[config.mk]
export PLATFORM = sky130hd
export DESIGN_NAME = cluster_result_streamer
export DESIGN_NICKNAME = d
export VERILOG_FILES = /design/src/rtl/dbscan_pkg.sv /design/src/rtl/stream_fifo2.sv /design/src/rtl/cluster_result_streamer.sv
export SDC_FILE = /design/constraint.sdc
export NUM_CORES = 1
export LEC_CHECK = 0
export ABC_AREA = 1
export CAP_MARGIN = 20
export CORE_UTILIZATION = 58
export CTS_BUF_LIST = sky130_fd_sc_hd__clkbuf_4
export DETAILED_ROUTE_END_ITERATION = 6
export PLACE_DENSITY_LB_ADDON = 0.2
export SETUP_SLACK_MARGIN = 0.15
export SYNTH_ARGS = -nofsm -noshare
export SYNTH_HDL_FRONTEND = slang
export SYNTH_SLANG_ARGS = --single-unit
[constraint.sdc]
create_clock -name clk -period 4 [get_ports clk]
set_input_delay 0.6 -clock clk [delete_from_list [all_inputs] [get_ports clk]]
set_output_delay 0.6 -clock clk [all_outputs]
set_load 0.005 [all_outputs]
[src/rtl/dbscan_pkg.sv]
// dbscan_pkg
// Shared definitions for the DBSCAN point-store blocks:
//   DEF_ADDR_W / DEF_COORD_W / DEF_LABEL_W : default widths
//   NOISE_LABEL                            : label value meaning "noise"
//   point_t                                : point record (x, y, z, label, last)
//   state_t                                : read-out engine FSM states
package dbscan_pkg;

  localparam int DEF_ADDR_W  = 6;
  localparam int DEF_COORD_W = 8;
  localparam int DEF_LABEL_W = 8;

  localparam logic [DEF_LABEL_W-1:0] NOISE_LABEL = '0;

  typedef struct packed {
    logic [DEF_COORD_W-1:0] x;
    logic [DEF_COORD_W-1:0] y;
    logic [DEF_COORD_W-1:0] z;
    logic [DEF_LABEL_W-1:0] label;
    logic                   last;
  } point_t;

  typedef enum logic [1:0] {
    ST_IDLE,
    ST_READ,
    ST_DRAIN,
    ST_FINISH
  } state_t;

endpackage

[src/rtl/stream_fifo2.sv]
// stream_fifo2
// Two-entry first-word-fall-through FIFO of point records.
// Ports:
//   clk, rst   : clock, synchronous active-high reset
//   push       : write push_data (accepted when not full, or when full and popping)
//   push_data  : record to store
//   pop        : remove the head entry (ignored when empty)
//   head       : current head record, valid whenever !empty
//   full/empty : occupancy flags
module stream_fifo2
  import dbscan_pkg::*;
#(
  parameter type rec_t = point_t
) (
  input  logic clk,
  input  logic rst,
  input  logic push,
  input  rec_t push_data,
  input  logic pop,
  output rec_t head,
  output logic full,
  output logic empty
);

  rec_t       mem [2];
  logic       wr_ptr;
  logic       rd_ptr;
  logic [1:0] cnt;
  logic       do_push;
  logic       do_pop;

  assign do_pop  = pop && (cnt != 2'd0);
  assign do_push = push && ((cnt != 2'd2) || do_pop);

  assign head  = mem[rd_ptr];
  assign full  = (cnt == 2'd2);
  assign empty = (cnt == 2'd0);

  always_ff @(posedge clk) begin
    if (rst) begin
      for (int i = 0; i < 2; i++) mem[i] <= '0;
      wr_ptr <= 1'b0;
      rd_ptr <= 1'b0;
      cnt    <= 2'd0;
    end else begin
      if (do_push) begin
        mem[wr_ptr] <= push_data;
        wr_ptr      <= ~wr_ptr;
      end
      if (do_pop) rd_ptr <= ~rd_ptr;
      case ({do_push, do_pop})
        2'b10:   cnt <= cnt + 2'd1;
        2'b01:   cnt <= cnt - 2'd1;
        default: cnt <= cnt;
      endcase
    end
  end

endmodule

[src/rtl/cluster_result_streamer.sv]
// cluster_result_streamer
// Walks point memory from address 0 to num_points-1 after clustering and
// streams every point with its cluster label over a valid/ready interface.
// Ports:
//   clk, rst                  : clock, synchronous active-high reset
//   start, num_points         : begin a scan of num_points points (IDLE only)
//   rd_en, rd_addr            : point memory read port (1-cycle latency)
//   rd_x/rd_y/rd_z/rd_label   : read data, valid the cycle after rd_en
//   out_x/out_y/out_z/out_label, out_valid, out_last, out_ready : output stream
//   busy                      : scan in progress (any state but IDLE)
//   finished                  : one-cycle pulse at scan completion
// Configuration macro: NOISE_SKIP_EN -- when defined, label-0 (noise) points
// are dropped and out_last marks the last emitted non-noise point.
module cluster_result_streamer
  import dbscan_pkg::*;
#(
  parameter int ADDR_W  = DEF_ADDR_W,
  parameter int COORD_W = DEF_COORD_W,
  parameter int LABEL_W = DEF_LABEL_W
) (
  input  logic               clk,
  input  logic               rst,
  input  logic               start,
  input  logic [ADDR_W:0]    num_points,
  output logic               rd_en,
  output logic [ADDR_W-1:0]  rd_addr,
  input  logic [COORD_W-1:0] rd_x,
  input  logic [COORD_W-1:0] rd_y,
  input  logic [COORD_W-1:0] rd_z,
  input  logic [LABEL_W-1:0] rd_label,
  output logic [COORD_W-1:0] out_x,
  output logic [COORD_W-1:0] out_y,
  output logic [COORD_W-1:0] out_z,
  output logic [LABEL_W-1:0] out_label,
  output logic               out_valid,
  output logic               out_last,
  input  logic               out_ready,
  output logic               busy,
  output logic               finished
);

  typedef struct packed {
    logic [COORD_W-1:0] x;
    logic [COORD_W-1:0] y;
    logic [COORD_W-1:0] z;
    logic [LABEL_W-1:0] label;
    logic               last;
  } rec_t;

  localparam logic [ADDR_W:0] ONE = {{ADDR_W{1'b0}}, 1'b1};

  state_t          state_q, state_d;
  logic [ADDR_W:0] num_q;
  logic [ADDR_W:0] addr_q;
  logic [ADDR_W:0] last_addr;
  logic            inflight_q;
  logic            rd_last_q;
  logic            zero_hold_q;

  rec_t            rd_rec;
  rec_t            push_rec;
  rec_t            fifo_head;
  logic            fifo_push;
  logic            fifo_full;
  logic            fifo_empty;
  logic            pop;
  logic [2:0]      occ_now;
  logic [2:0]      occ_after;
  logic            issue_ok;
  logic            buf_clear;
  logic            drain_done;

  assign last_addr = num_q - ONE;
  assign rd_rec    = '{x: rd_x, y: rd_y, z: rd_z, label: rd_label, last: 1'b0};

  assign out_valid = !fifo_empty;
  assign pop       = out_valid && out_ready;
  assign out_x     = fifo_head.x;
  assign out_y     = fifo_head.y;
  assign out_z     = fifo_head.z;
  assign out_label = fifo_head.label;
  assign out_last  = fifo_head.last;

  // Occupancy after this cycle's pop plus the read already in flight; a new
  // read may only be issued if that leaves room, which keeps 1 beat/cycle
  // under ready-high without ever overflowing the 2-entry buffer.
  assign occ_now   = fifo_full ? 3'd2 : (fifo_empty ? 3'd0 : 3'd1);
  assign occ_after = occ_now - {2'b00, pop} + {2'b00, inflight_q};
  assign issue_ok  = (occ_after < 3'd2);
  assign buf_clear = fifo_empty || (!fifo_full && pop);

`ifdef NOISE_SKIP_EN
  // One non-noise beat is held back so its last flag can be decided once the
  // next non-noise beat arrives or the final read has returned.
  rec_t hold_q;
  logic hold_valid_q;
  logic flush_q;
  logic qual;
  logic flush_push;

  assign qual       = inflight_q && (rd_label != LABEL_W'(NOISE_LABEL));
  assign flush_push = flush_q && hold_valid_q && !fifo_full;
  assign drain_done = !inflight_q && buf_clear && !hold_valid_q && !flush_q;

  always_comb begin
    fifo_push = 1'b0;
    push_rec  = hold_q;
    if (qual && hold_valid_q) begin
      fifo_push = 1'b1;
    end else if (flush_push) begin
      fifo_push     = 1'b1;
      push_rec.last = 1'b1;
    end
  end

  always_ff @(posedge clk) begin
    if (rst) begin
      hold_q       <= '0;
      hold_valid_q <= 1'b0;
      flush_q      <= 1'b0;
    end else begin
      if (qual) begin
        hold_q       <= rd_rec;
        hold_valid_q <= 1'b1;
      end else if (flush_push) begin
        hold_valid_q <= 1'b0;
      end
      if (inflight_q && rd_last_q)
        flush_q <= 1'b1;
      else if (flush_q && (!hold_valid_q || flush_push))
        flush_q <= 1'b0;
    end
  end
`else
  assign drain_done = !inflight_q && buf_clear;

  always_comb begin
    fifo_push     = inflight_q;
    push_rec      = rd_rec;
    push_rec.last = rd_last_q;
  end
`endif

  stream_fifo2 #(.rec_t(rec_t)) u_fifo (
    .clk       (clk),
    .rst       (rst),
    .push      (fifo_push),
    .push_data (push_rec),
    .pop       (pop),
    .head      (fifo_head),
    .full      (fifo_full),
    .empty     (fifo_empty)
  );

  // An empty scan lingers one extra cycle in FINISH (zero_hold_q) so its
  // finished pulse lands where the first read would have returned.
  always_comb begin
    state_d  = state_q;
    rd_en    = 1'b0;
    finished = 1'b0;
    busy     = (state_q != ST_IDLE);
    case (state_q)
      ST_IDLE: begin
        if (start) state_d = (num_points == '0) ? ST_FINISH : ST_READ;
      end
      ST_READ: begin
        if ((addr_q < num_q) && issue_ok) begin
          rd_en = 1'b1;
          if (addr_q == last_addr) state_d = ST_DRAIN;
        end
      end
      ST_DRAIN: begin
        if (drain_done) state_d = ST_FINISH;
      end
      ST_FINISH: begin
        if (!zero_hold_q) begin
          finished = 1'b1;
          state_d  = ST_IDLE;
        end
      end
      default: state_d = ST_IDLE;
    endcase
  end

  assign rd_addr = rd_en ? addr_q[ADDR_W-1:0] : '0;

  always_ff @(posedge clk) begin
    if (rst) begin
      state_q     <= ST_IDLE;
      num_q       <= '0;
      addr_q      <= '0;
      inflight_q  <= 1'b0;
      rd_last_q   <= 1'b0;
      zero_hold_q <= 1'b0;
    end else begin
      state_q    <= state_d;
      inflight_q <= rd_en;
      rd_last_q  <= rd_en && (addr_q == last_addr);
      if ((state_q == ST_IDLE) && start) begin
        num_q       <= num_points;
        addr_q      <= '0;
        zero_hold_q <= (num_points == '0);
      end else if (rd_en) begin
        addr_q <= addr_q + ONE;
      end
      if (state_q == ST_FINISH) zero_hold_q <= 1'b0;
    end
  end

endmodule

* Yosys cells after proc, flatten, opt, wreduce, memory -nomap -nowiden
Memory sizes are Yosys's and may differ from the RTL's. A register that Yosys moved wholly into a read port is not among the register bits.
Cells that the tools add are included.
** Operators by class
- Eq/ne operators :: 13
- Bitwise logic cells :: 2
- Reduce and logical (&&, ||, !) cells :: 23
- Multiplexer cells :: 25
- $lt $le $gt $ge :: 2
- Add/sub/neg operators :: 6
** Operators by type and width (number)
- $mux 33 :: 1
- $reduce_or 33->1 :: 1
- $mux 1 :: 14
- $mux 2 :: 7
- $ne 2x2->1 const B :: 6
- $eq 2x2->1 const B :: 4
- $logic_and 1x1->1 :: 8
- $pmux 2 s4 :: 1
- $add 7x1->7 const B :: 1
- $eq 7x7->1 :: 1
- $logic_not 7->1 :: 1
- $lt 7x7->1 :: 1
- $sub 7x1->7 const B :: 1
- $mux 6 :: 1
- $reduce_bool 2->1 :: 3
- $reduce_and 5->1 :: 1
- $eq 2x1->1 const B :: 2
- $logic_not 2->1 :: 2
- $pmux 2 s2 :: 1
- $reduce_or 2->1 :: 2
- $add 3x1->3 :: 1
- $logic_not 1->1 :: 3
- $lt 3x2->1 const B :: 1
- $sub 2x1->3 :: 1
- other kinds (4) :: 6
** Word-level totals
- Bits in writable memories :: 66
- Bits in registers :: 23
- Memories kept :: 1
- Input bits :: 43
- Output and inout bits :: 43
** Memory list
- u_fifo.mem :: depth 2, bits a word 33, rd ports 1, clocked after Yosys merged registers in 1, wr ports 2, RTL line stream_fifo2.sv:25 : rec_t mem [2];

* Longest topological paths before layout
Gate-level depths: netlist (run 1).
- Depth after elaboration :: 11
- Gate-level depth with buffers :: 15
- Mapped depth without buffers :: 15

* By module
From an unflattened synthesis (run 1), not the netlist that was laid out.
** Unflattened totals
- Cell total of the unflattened synthesis :: 454
- Area, all modules :: 4478.0 um^2
** By module, submodules not included
- stream_fifo2 :: cells an instance 250, instances 1, seq. area each 2082.0 um^2, area each 3105.5 um^2
- cluster_result_streamer :: cells an instance 204, instances 1, seq. area each 380.4 um^2, area each 1372.6 um^2

* Worst setup path before layout (run 1)
OpenSTA, ideal clock, no wires.
- Path kind :: input port to output port
- From :: input out_ready
- To :: output rd_addr[1]
- Stages on the path :: 11
- Setup slack :: 1.713 ns
- Data required time :: 3.400 ns
- Arrival :: 1.687 ns
- Path through :: nand2_1 > inv_1 > ha_1 > nor2_1 > inv_1 > nand2_1 > nand2_1 > nor2_2 > nand2_2 > buf_6 > nor2_1
** On the way
- Word-level cells in the longest chain between the ends :: 8
** RTL lines
- from (decl) :: RTL line cluster_result_streamer.sv:37 : input logic out_ready,
- $logic_and 1x1->1 :: RTL line cluster_result_streamer.sv:77 : assign pop = out_valid && out_ready;
- $sub 2x1->3 :: RTL line cluster_result_streamer.sv:88 : assign occ_after = occ_now - {2'b00, pop} + {2'b00, inflight_q};
- $add 3x1->3 :: RTL line cluster_result_streamer.sv:88
- $lt 3x2->1 :: RTL line cluster_result_streamer.sv:89 : assign issue_ok = (occ_after < 3'd2);
- $logic_and 1x1->1 :: RTL line cluster_result_streamer.sv:167 : if ((addr_q < num_q) && issue_ok) begin
- $mux 1 :: RTL line cluster_result_streamer.sv:167
- $mux 1 :: RTL line cluster_result_streamer.sv:162 : case (state_q)
- $mux 6 :: RTL line cluster_result_streamer.sv:185 : assign rd_addr = rd_en ? addr_q[ADDR_W-1:0] : '0;
- to (decl) :: RTL line cluster_result_streamer.sv:26 : output logic [ADDR_W-1:0] rd_addr,
Every way passes these cells.

* Final worst setup path (run 1)
- From :: input out_ready
- To :: output rd_addr[0]
The elaborated chain is that of the path after synthesis.

==> results.json, run 1 <==
{
  "path_buf_inv": 4,
  "layout-drive-gt1-share_pct": 11.4,
  "critPathArrivalTime_ns": 2.82,
  "maxSlewViolCount": 0,
  "cts.htree.levels": 3,
  "final.fill_count": 502,
  "drt_first_pass_iters": 4,
  "synthDistinctLibCells": 30,
  "routed_wl_mm": 8.52,
  "r2r-end": "addr_q[2]",
  "io_buffers": 85,
  "min_from": "u_fifo.rd_ptr",
  "grt_antenna_before_repair": 0,
  "drtIter0Drc": 137,
  "fin_skew_ns": 0.0163,
  "hold_violations": 0,
  "place_congestion": 0.837,
  "area_delta_synth_final_pct": 24.9,
  "drv_cap": 0,
  "grt_pass1_vias": 3079,
  "maxSlewHeadroom_pct": 66.5,
  "core_area_um2": 7250,
  "rrSetupSlack_ns": 1.92,
  "timing.final.crit_share_pct": 85.5,
  "grt-ovfl-total": 0,
  "ctsResizeCount": 0,
  "postCtsSetupBuffers": 0,
  "holdWs_ns": 0.466,
  "cts_buffers": 9,
  "holdPathStages": 1,
  "crit_family": "buffers and inverters",
  "place_ws_ns": 0.563,
  "cts_sinks": 90,
  "reg2reg_depth": 11,
  "min_period_ns": 3.42,
  "seq_area_frac_synth_pct": 56.7,
  "worst-setup-path-type": "input port to primary output",
  "syn_inst": 435,
  "grt_pass1_wl_mm": 13.7,
  "endpoint_kind": "primary output",
  "ir_drop_v": 0.000324,
  "die_h_um": 88.5,
  "syn_area_um2": 4340,
  "hold_buffers": 0,
  "yosys_warnings": 0,
  "max_stage_delay_ns": 0.52,
  "pin_count": 86,
  "ant_nets": 0,
  "grt_setup_unrepaired": "no",
  "worstSkewPairLatency_ns": 0.43,
  "vias": 3159,
  "start_util_pct": 59.8,
  "diodes": 0,
  "via_per_inst": 5.05,
  "cts_tree": "yes",
  "dieArea_um2": 7830,
  "synth_area_per_cell_um2": 9.98,
  "setup_slack_ns": 0.578,
  "die_width_um": 88.5,
  "grt_use_total_pct": 23.2,
  "clk_pin_slew_ns": 0.13,
  "leakage_nw": 2.29,
  "drc": 0,
  "status": "complete, no violations",
  "worstPathMaxFanout": 15,
  "post_drt_wl_per_cell_um": 13.6,
  "clockBufferDepth": 2,
  "setup_violations": 0,
  "fin_area_um2": 5420,
  "syn_nets": 494,
  "critPathLaunchType": "input port",
  "power_mw": 2.60,
  "grt_max_degree": 35,
  "power_density_nw_per_um2": 479,
  "dpl_cell_area_um2": 5280,
  "crit_slowest_cell": "clkdlybuf4s50_1",
  "crit_chain": "clkdlybuf4s50_1, nand2_1, inv_1, ha_1, nor2_1, inv_1, nand2_1, nand2_1, nor2_2, nand2_2, nor2_1, clkdlybuf4s50_1",
  "rr_startpoint": "num_q[2]",
  "post-dp-hpwl_mm": 5.90,
  "finalSetupTns_ns": 0,
  "required_ns": 3.40,
  "rows": 31,
  "fmax_ghz": 0.292,
  "cts-root-buf": "clkbuf_4",
  "hold_path_class": "flop to flop",
  "cpMostUsedCell": "nand2_1",
  "worstMarginPinSlew_ns": 0.502,
  "nNetsFinal": 581,
  "synth-seq-cells": 90
}
==> layer usage <==
layer	track usage, %	share of wire (%)	up-vias
li1	-	-	1601
met1	26.6	42	1466
met2	42.9	52	80
met3	4.38	4.9	12
met4	8.36	1.8	0
met5	0	0	-
==> cells in the final DEF (no fill, tap or decap), drive strengths merged, types with 3 or more instances in the layout <==
cell type	instances
nor2	98
clkdlybuf4s50	85
edfxtp	66
inv	63
nand2	49
mux2	33
dfxtp	24
a21oi	22
ha	16
o21ai	15
nand3	13
clkbuf	10
xor2	7
buf	5
nor4	4
xnor2	3
==> cell type report <==
| cell class | count | area, um2 | share of cell area, % |
|---|---|---|---|
| sequential | 90 | 2460 | 45.4 |
| multi-input combinational | 269 | 1570 | 29.0 |
| timing repair buffer | 90 | 888 | 16.4 |
| inverter | 62 | 233 | 4.29 |
| tap | 99 | 124 | 2.28 |
| clock buffer | 10 | 75.1 | 1.38 |
| clock inverter | 6 | 66.3 | 1.22 |
==> worst max path at each step <==
| stage | startpoint | end | slack (ns) | cells past startpoint |
|---|---|---|---|---|
| floorplan | out_ready | rd_addr[1] | 1.71 | 11 |
| global placement | out_ready | rd_addr[0] | 0.63 | 12 |
| detailed placement | out_ready | rd_addr[0] | 0.56 | 12 |
| CTS | out_ready | rd_addr[0] | 0.57 | 12 |
| global route | out_ready | rd_addr[0] | 0.36 | 12 |
| finish | out_ready | rd_addr[0] | 0.58 | 12 |
==> power breakdown <==
part	switching [mW]	total, mW	leakage (nW)	internal, mW
Clock	0.307	0.506	0.0707	0.199
Combinational	0.464	0.912	1.34	0.448
Sequential	0.0592	1.18	0.879	1.12
==> stage by stage <==
step                      util [%]  std cells
after global placement        72.8        610
after global routing          74.7        626
after floorplan                  -        435
final                         74.7        626
after CTS                     74.7        626
after detailed placement      72.8        610
==> cell families (layout without fill, tap and decap cells) <==
group	count (synthesis)	count (layout)	share of synthesized area, %
XOR/XNOR	10	10	2.02
AND/OR/NAND/NOR	168	168	15.6
AO/OA/AOI/OAI	41	41	5.19
adder cells (fa/ha/maj)	16	16	4.61
buffers and inverters	76	168	7.03
multiplexers	34	34	8.79
flip-flops	90	90	56.7
==> Yosys cell counts, drive strengths merged <==
master   n  area [um2]
a211oi   1        12.5
a21oi   22         110
a221oi   1        8.76
and3     2        12.5
buf     10        56.3
clkbuf   4        16.3
dfxtp   24         480
edfxtp  66        1980
ha      16         200
inv     62         233
mux2    33         372
mux2i    1        10.0
nand2   49         194
nand3   13        65.1
nand4    1        6.26
nor2    98         370
nor3     1        5.00
nor4     4        25.0
o211ai   1        7.51
o21a     1        7.51
o21ai   15        78.8
xnor2    3        26.3
xor2     7        61.3
==> worst reg2reg max path, stage by stage (launching register included) <==
cell and delay (ns):
dfxtp_1 0.41, inv_1 0.10, ha_1 0.32, a21oi_1 0.16
o21ai_0 0.11, nand2_1 0.07, nand2_1 0.08, nor2_2 0.14
nand2_2 0.20, inv_2 0.17, nand3_1 0.08, and3_1 0.17
==> flip-flops by register name, summed over array words and instances, names as in the netlist, named ones only <==
register	flops
rd_last_q	1
state_q	2
num_q	7
u_fifo.cnt	2
addr_q	7
fifo_push	1
u_fifo.wr_ptr	1
u_fifo.rd_ptr	1
zero_hold_q	1
u_fifo.mem	66
No activity file was read; power rests on OpenSTA's default activity.
==> run 2, diff against run 1 <==
--- a/config.mk
+++ b/config.mk
@@ -7,10 +7,13 @@
 export LEC_CHECK = 0
 export ABC_AREA = 1
 export CAP_MARGIN = 20
-export CORE_UTILIZATION = 58
+export CELL_PAD_IN_SITES_DETAIL_PLACEMENT = 0
+export CELL_PAD_IN_SITES_GLOBAL_PLACEMENT = 1
+export CORE_UTILIZATION = 44
 export CTS_BUF_LIST = sky130_fd_sc_hd__clkbuf_4
 export DETAILED_ROUTE_END_ITERATION = 6
 export PLACE_DENSITY_LB_ADDON = 0.2
+export REMOVE_ABC_BUFFERS = 1
 export SETUP_SLACK_MARGIN = 0.15
 export SYNTH_ARGS = -nofsm -noshare
 export SYNTH_HDL_FRONTEND = slang
==> run 2 against run 1 <==
Sequential share of layout area is 0.57 points lower. Clock skew is 0.0077 ns higher. Non-clock buffer count unchanged. Power increased by 3.0%. Critical path depth is the same. Register-to-register slack hardly changed. Clock power is 16% higher. Utilization down 16 points. Combinational power is 0.4% lower. Critical path type unchanged. Critical endpoint unchanged. Highest routed layer unchanged.
==> results.json, run 2 (synthesis results as in run 1) <==
{
  "met1_length_mm": 3.91,
  "via_per_inst": 4.81,
  "io_buffers": 85,
  "final_util_pct": 58.3,
  "critPathLaunchType": "input port",
  "critPathArrivalTime_ns": 2.83,
  "fmax_ghz": 0.291,
  "grt_max_degree": 35,
  "grt_pass1_vias": 3036,
  "ant_nets": 0,
  "drv_cap": 0,
  "required_ns": 3.40,
  "cts-root-buf": "clkbuf_4",
  "pin_count": 86,
  "p_seq_share_pct": 44.1,
  "place_ws_ns": 0.554,
  "grt-ovfl-total": 0,
  "leakage_nw": 2.31,
  "largest_register_ffs": 66,
  "timing.final.crit_share_pct": 85.9,
  "power_mw": 2.68,
  "p_sw_share_pct": 31.3,
  "post-dp-hpwl_mm": 5.73,
  "power_frac_comb_pct": 34.0,
  "wl_met3_um": 304,
  "grt_setup_unrepaired": "no",
  "ir_drop_v": 0.000261,
  "regMostFlops": "u_fifo.mem",
  "cts_buffers": 9,
  "wl_met2_mm": 4.09,
  "highest_layer": "met4",
  "layout-drive-gt1-share_pct": 11.6,
  "power_frac_clock_pct": 22.0,
  "power_density_nw_per_um2": 487,
  "postCtsSetupBuffers": 0,
  "grt_pass1_wl_mm": 13.6,
  "status": "complete, no violations",
  "core_area_um2": 9420,
  "rows": 35,
  "cts.htree.levels": 3,
  "grt_antenna_before_repair": 0,
  "min_period_ns": 3.43,
  "clk_pin_slew_ns": 0.15,
  "drtIter0Drc": 71,
  "hold_buffers": 0,
  "clockBufferDepth": 2,
  "drt_first_pass_iters": 4,
  "drc": 0,
  "ctsResizeCount": 0,
  "largestRegisters": "u_fifo.mem (66), addr_q (7), num_q (7)",
  "hold_violations": 0,
  "dieArea_um2": 10300,
  "vias": 3156,
  "start_util_pct": 46.1,
  "cts_sinks": 90,
  "die_width_um": 101,
  "layout_common_cells": "97 x nor2_1, 85 x clkdlybuf4s50_1, 66 x edfxtp_1",
  "maxSlewViolCount": 0,
  "finalSetupTns_ns": 0,
  "nNetsFinal": 581,
  "routed_wl_mm": 8.48,
  "setup_violations": 0,
  "die_h_um": 101,
  "switching_power_mw": 0.838,
  "mostFrequentLayoutCell": "nor2_1",
  "area_delta_synth_final_pct": 26.5,
  "setup_slack_ns": 0.566,
  "diodes": 0,
  "place_congestion": 0.838,
  "grt_use_total_pct": 17.3,
  "post_drt_wl_per_cell_um": 12.9,
  "endpoint_kind": "primary output",
  "worstSkewPairLatency_ns": 0.42,
  "power.internal_mw": 1.84,
  "worstPathMaxFanout": 15,
  "fin_skew_ns": 0.0240,
  "maxSlewHeadroom_pct": 67.6,
  "cts_tree": "yes",
  "hold_path_class": "flop to flop",
  "worst-setup-path-type": "input port to primary output",
  "worstMarginPinSlew_ns": 0.485
}
## run 2: changes by cell type in the layout (fill, tap and decap cells not counted)
cell        previous run  this run
clkinvlp_4             2         0
bufinv_16              1         2
clkinv_1               1         0
clkinv_4               1         2
inv_8                  0         1
## run 2: power by group through the flow
stage               registers, mW  clock network [mW]  logic [mW]
detailed placement           1.20                   0       0.916
global placement             1.20                   0       0.906
CTS                          1.18               0.605       0.922
floorplan                    1.21                   0       0.533
finish                       1.18               0.588       0.908
global route                 1.19               0.644        1.02
## run 2: final timing paths
kind	start	depth (start not counted)	slack (ns)	end
setup / recovery	out_ready	12	0.57	rd_addr[0]
hold / removal	u_fifo.rd_ptr	1	0.45	flop
setup reg to reg	u_fifo.cnt[0]	14	1.91	addr_q[2]
hold reg to reg	u_fifo.rd_ptr	1	0.45	flop
## run 2: layout make-up
type / count / area (um2)
fillers: 850 / 3930
flip-flops and latches: 90 / 2460
multi-input cells: 269 / 1570
repair buffers: 90 / 888
inverters: 62 / 233
well taps: 129 / 161
clock inverters: 6 / 97.6
clock buffers: 10 / 75.1
## run 2: layer usage
| layer | up-vias | track usage [%] |
|---|---|---|
| li1 | 1604 | - |
| met1 | 1475 | 20.5 |
| met2 | 64 | 31.0 |
| met3 | 13 | 2.69 |
| met4 | 0 | 7.47 |
| met5 | - | 0 |
## run 2: critical path, cell delays in order
cell and delay (ns):
clkdlybuf4s50_1 0.47, nand2_1 0.12, inv_1 0.05, ha_1 0.27, nor2_1 0.13, inv_1 0.05, nand2_1 0.06, nand2_1 0.06
nor2_2 0.11, nand2_2 0.20, nor2_1 0.19, clkdlybuf4s50_1 0.52
## run 2: per-stage QoR
step	cells	hold slack, ns	area [um2]
floorplan	421	0.426	4270
global placement	640	0.438	5320
detailed placement	640	0.450	5320
CTS	656	0.446	5490
global route	656	0.468	5490
finish	656	0.446	5490
==> run 3, diff against run 2 <==
--- a/config.mk
+++ b/config.mk
@@ -14,7 +14,6 @@
 export DETAILED_ROUTE_END_ITERATION = 6
 export PLACE_DENSITY_LB_ADDON = 0.2
 export REMOVE_ABC_BUFFERS = 1
-export SETUP_SLACK_MARGIN = 0.15
 export SYNTH_ARGS = -nofsm -noshare
 export SYNTH_HDL_FRONTEND = slang
 export SYNTH_SLANG_ARGS = --single-unit
==> results of run 3 <==
Same layout as run 2: the final DEF is identical, and so are final timing and power.
==> patch: new RTL, flow settings as in run 3 <==
Encoding of `state_t`: now Gray code (2 bits for 4 states).
--- a/src/rtl/dbscan_pkg.sv
+++ b/src/rtl/dbscan_pkg.sv
@@ -22,8 +22,8 @@
 
   typedef enum logic [1:0] {
-    ST_IDLE,
-    ST_READ,
-    ST_DRAIN,
-    ST_FINISH
+    ST_IDLE   = 2'b00,
+    ST_READ   = 2'b01,
+    ST_DRAIN  = 2'b11,
+    ST_FINISH = 2'b10
   } state_t;
 
Formal check against the unedited RTL: no difference found for any inputs over 10 cycles, from zero or initial values and one cycle with rst high; not proved beyond that.
==> patch against run 3 <==
Sequential cell count did not move. Clock skew decreased by 0.0059 ns. Design area decreased by 0.34%. Worst setup slack got worse by 0.26 ns. Area after synthesis is 0.14% lower. Die area fell by 0.14%. Power up 0.67%. Routed wire length increased by 0.72%. Critical path type unchanged.
==> patch: results (changes against run 3) <==
[power_and_ir_drop]
p_leak_uw=0.00229  ; was 0.00231 uW
ir_drop_mv=0.235  ; was 0.261 mV

[setup_path]
cp.arrival_ns=3.10  ; was 2.83 ns
reg2reg_slack_ns=1.72  ; was 1.91 ns
slowest_delay_ns=0.52  ; about the same
critPathSlowestCell=clkdlybuf4s50_1  ; unchanged
worst-path-max-fanout=14  ; was 15
critPathTopFamily=buffers and inverters  ; unchanged

[cts]
clkLatencyLatePin_ns=0.42  ; about the same
root_buffer=clkbuf_4  ; unchanged
cts_buffers=9  ; unchanged
post_cts_buffers=0  ; unchanged
h-tree-depth=3  ; unchanged
ctsLongestPathBuffers=2  ; unchanged
cts_resized=0  ; unchanged
clk_pin_slew_ns=0.14

[logic_synthesis]
ys_types=31  ; was 30
yosys-top-cells-area=edfxtp_1 (46%), dfxtp_1 (11%), mux2_2 (8.6%)  ; unchanged
synthAdderAreaFrac_pct=3.46  ; was 4.61%
ys_warn_count=0  ; unchanged
syn_inst=439  ; was 435
ys_seq_area_share_pct=56.8  ; was 56.7%
synth-edff-count=66  ; unchanged
synth-compound-area-share_pct=5.72  ; was 5.19%
yosys.area_share.xor_xnor_pct=1.82  ; was 2.02%
muxShareOfSynthArea_pct=8.57  ; was 8.79%
synth_common_cells=nor2_1 (96), edfxtp_1 (66), inv_1 (60)  ; was nor2_1 (97), edfxtp_1 (66), inv_1 (60)
postSynth.asyncResetShare_pct=0  ; unchanged

[cells_and_area]
diodes=0  ; unchanged
drive_gt1_share_pct=14.2  ; was 11.6%
reg_top3=u_fifo.mem: 66 flops, addr_q: 7 flops, num_q: 7 flops  ; unchanged
fillers=860  ; was 850
nets=581  ; unchanged

[place]
gp_congestion=0.810  ; was 0.838
hpwl_um=5820  ; was 5730 um
dp.cells=644  ; was 640
numPortBuffers=85  ; unchanged

[global_routing]
grt_pass1_wl_um=13600  ; about the same
grt_max_degree=35  ; unchanged
grt_usage_pct=17.3  ; about the same
antenna_found_initial=0  ; unchanged
grt_pass1_vias=3025  ; was 3,036

[detailed_routing]
wirelength_um=8540  ; was 8480 um
drtIter0Drc=68  ; was 71
dr.pass1.iters=4  ; unchanged
wl_per_cell_um=13.0  ; was 12.9 um
dr_total_vias=3116  ; was 3,156

[sta]
finalClockSkew_ns=0.0181  ; was 0.0240 ns
setup_viol=0  ; unchanged
drv_slew=0  ; unchanged
tightest_slew_ns=0.661  ; was 0.485 ns

[worst_hold_path]
worstHoldPathType=reg -> reg  ; unchanged

[run_status]
status=complete, no violations  ; unchanged

==> patch: path summary, 6_finish.rpt <==
| kind | startpoint | to | cells past startpoint |
|---|---|---|---|
| hold / removal | u_fifo.rd_ptr$_SDFFE_PP0P_ | u_fifo.rd_ptr$_SDFFE_PP0P_ | 1 |
| hold reg to reg | u_fifo.rd_ptr$_SDFFE_PP0P_ | u_fifo.rd_ptr$_SDFFE_PP0P_ | 1 |
| setup / recovery | out_ready | rd_addr[0] | 11 |
| setup reg to reg | u_fifo.cnt[0]$_SDFFE_PP0P_ | addr_q[2]$_SDFFE_PP0P_ | 14 |
==> patch: metrics by stage <==
stage / setup slack, ns / hold WS [ns] / instance area [um^2]
after floorplan: 1.33 / 0.426 / 4260
after global placement: 0.356 / 0.436 / 5310
after detailed placement: 0.281 / 0.450 / 5310
after CTS: 0.271 / 0.472 / 5470
after global routing: 0.112 / 0.484 / 5470
final: 0.304 / 0.480 / 5470
==> patch: where the power goes <==
part	switching [uW]	internal [uW]
Combinational	469	454
Clock	312	254
Sequential	79.8	1130
Total	860	1830
==> patch: area by class of cell <==
cell class	count	area share (%)
sequential	90	45.0
timing repair buffer	90	16.2
inverter	67	4.60
multi-input combinational	268	28.3
clock buffer	9	1.23
clock inverter	6	1.65
tap	129	2.95
==> patch: logic make-up (layout without fill, tap and decap cells) <==
logic type / after synthesis / in the layout
xor+xnor: 9 / 9
fa+ha+maj: 12 / 12
simple gates: 169 / 169
compound gates: 45 / 45
flops: 90 / 90
mux: 33 / 33
buf+inv: 81 / 172
==> patch: routing by layer <==
metal	GRT usage, %	up-vias	wire, um	part of all wire, %
met5	0	-	0	0
met4	6.02	0	88	1.0
met3	3.11	9	353	4.1
met2	31.3	67	4230	50
met1	20.6	1438	3870	45
li1	-	1602	-	-
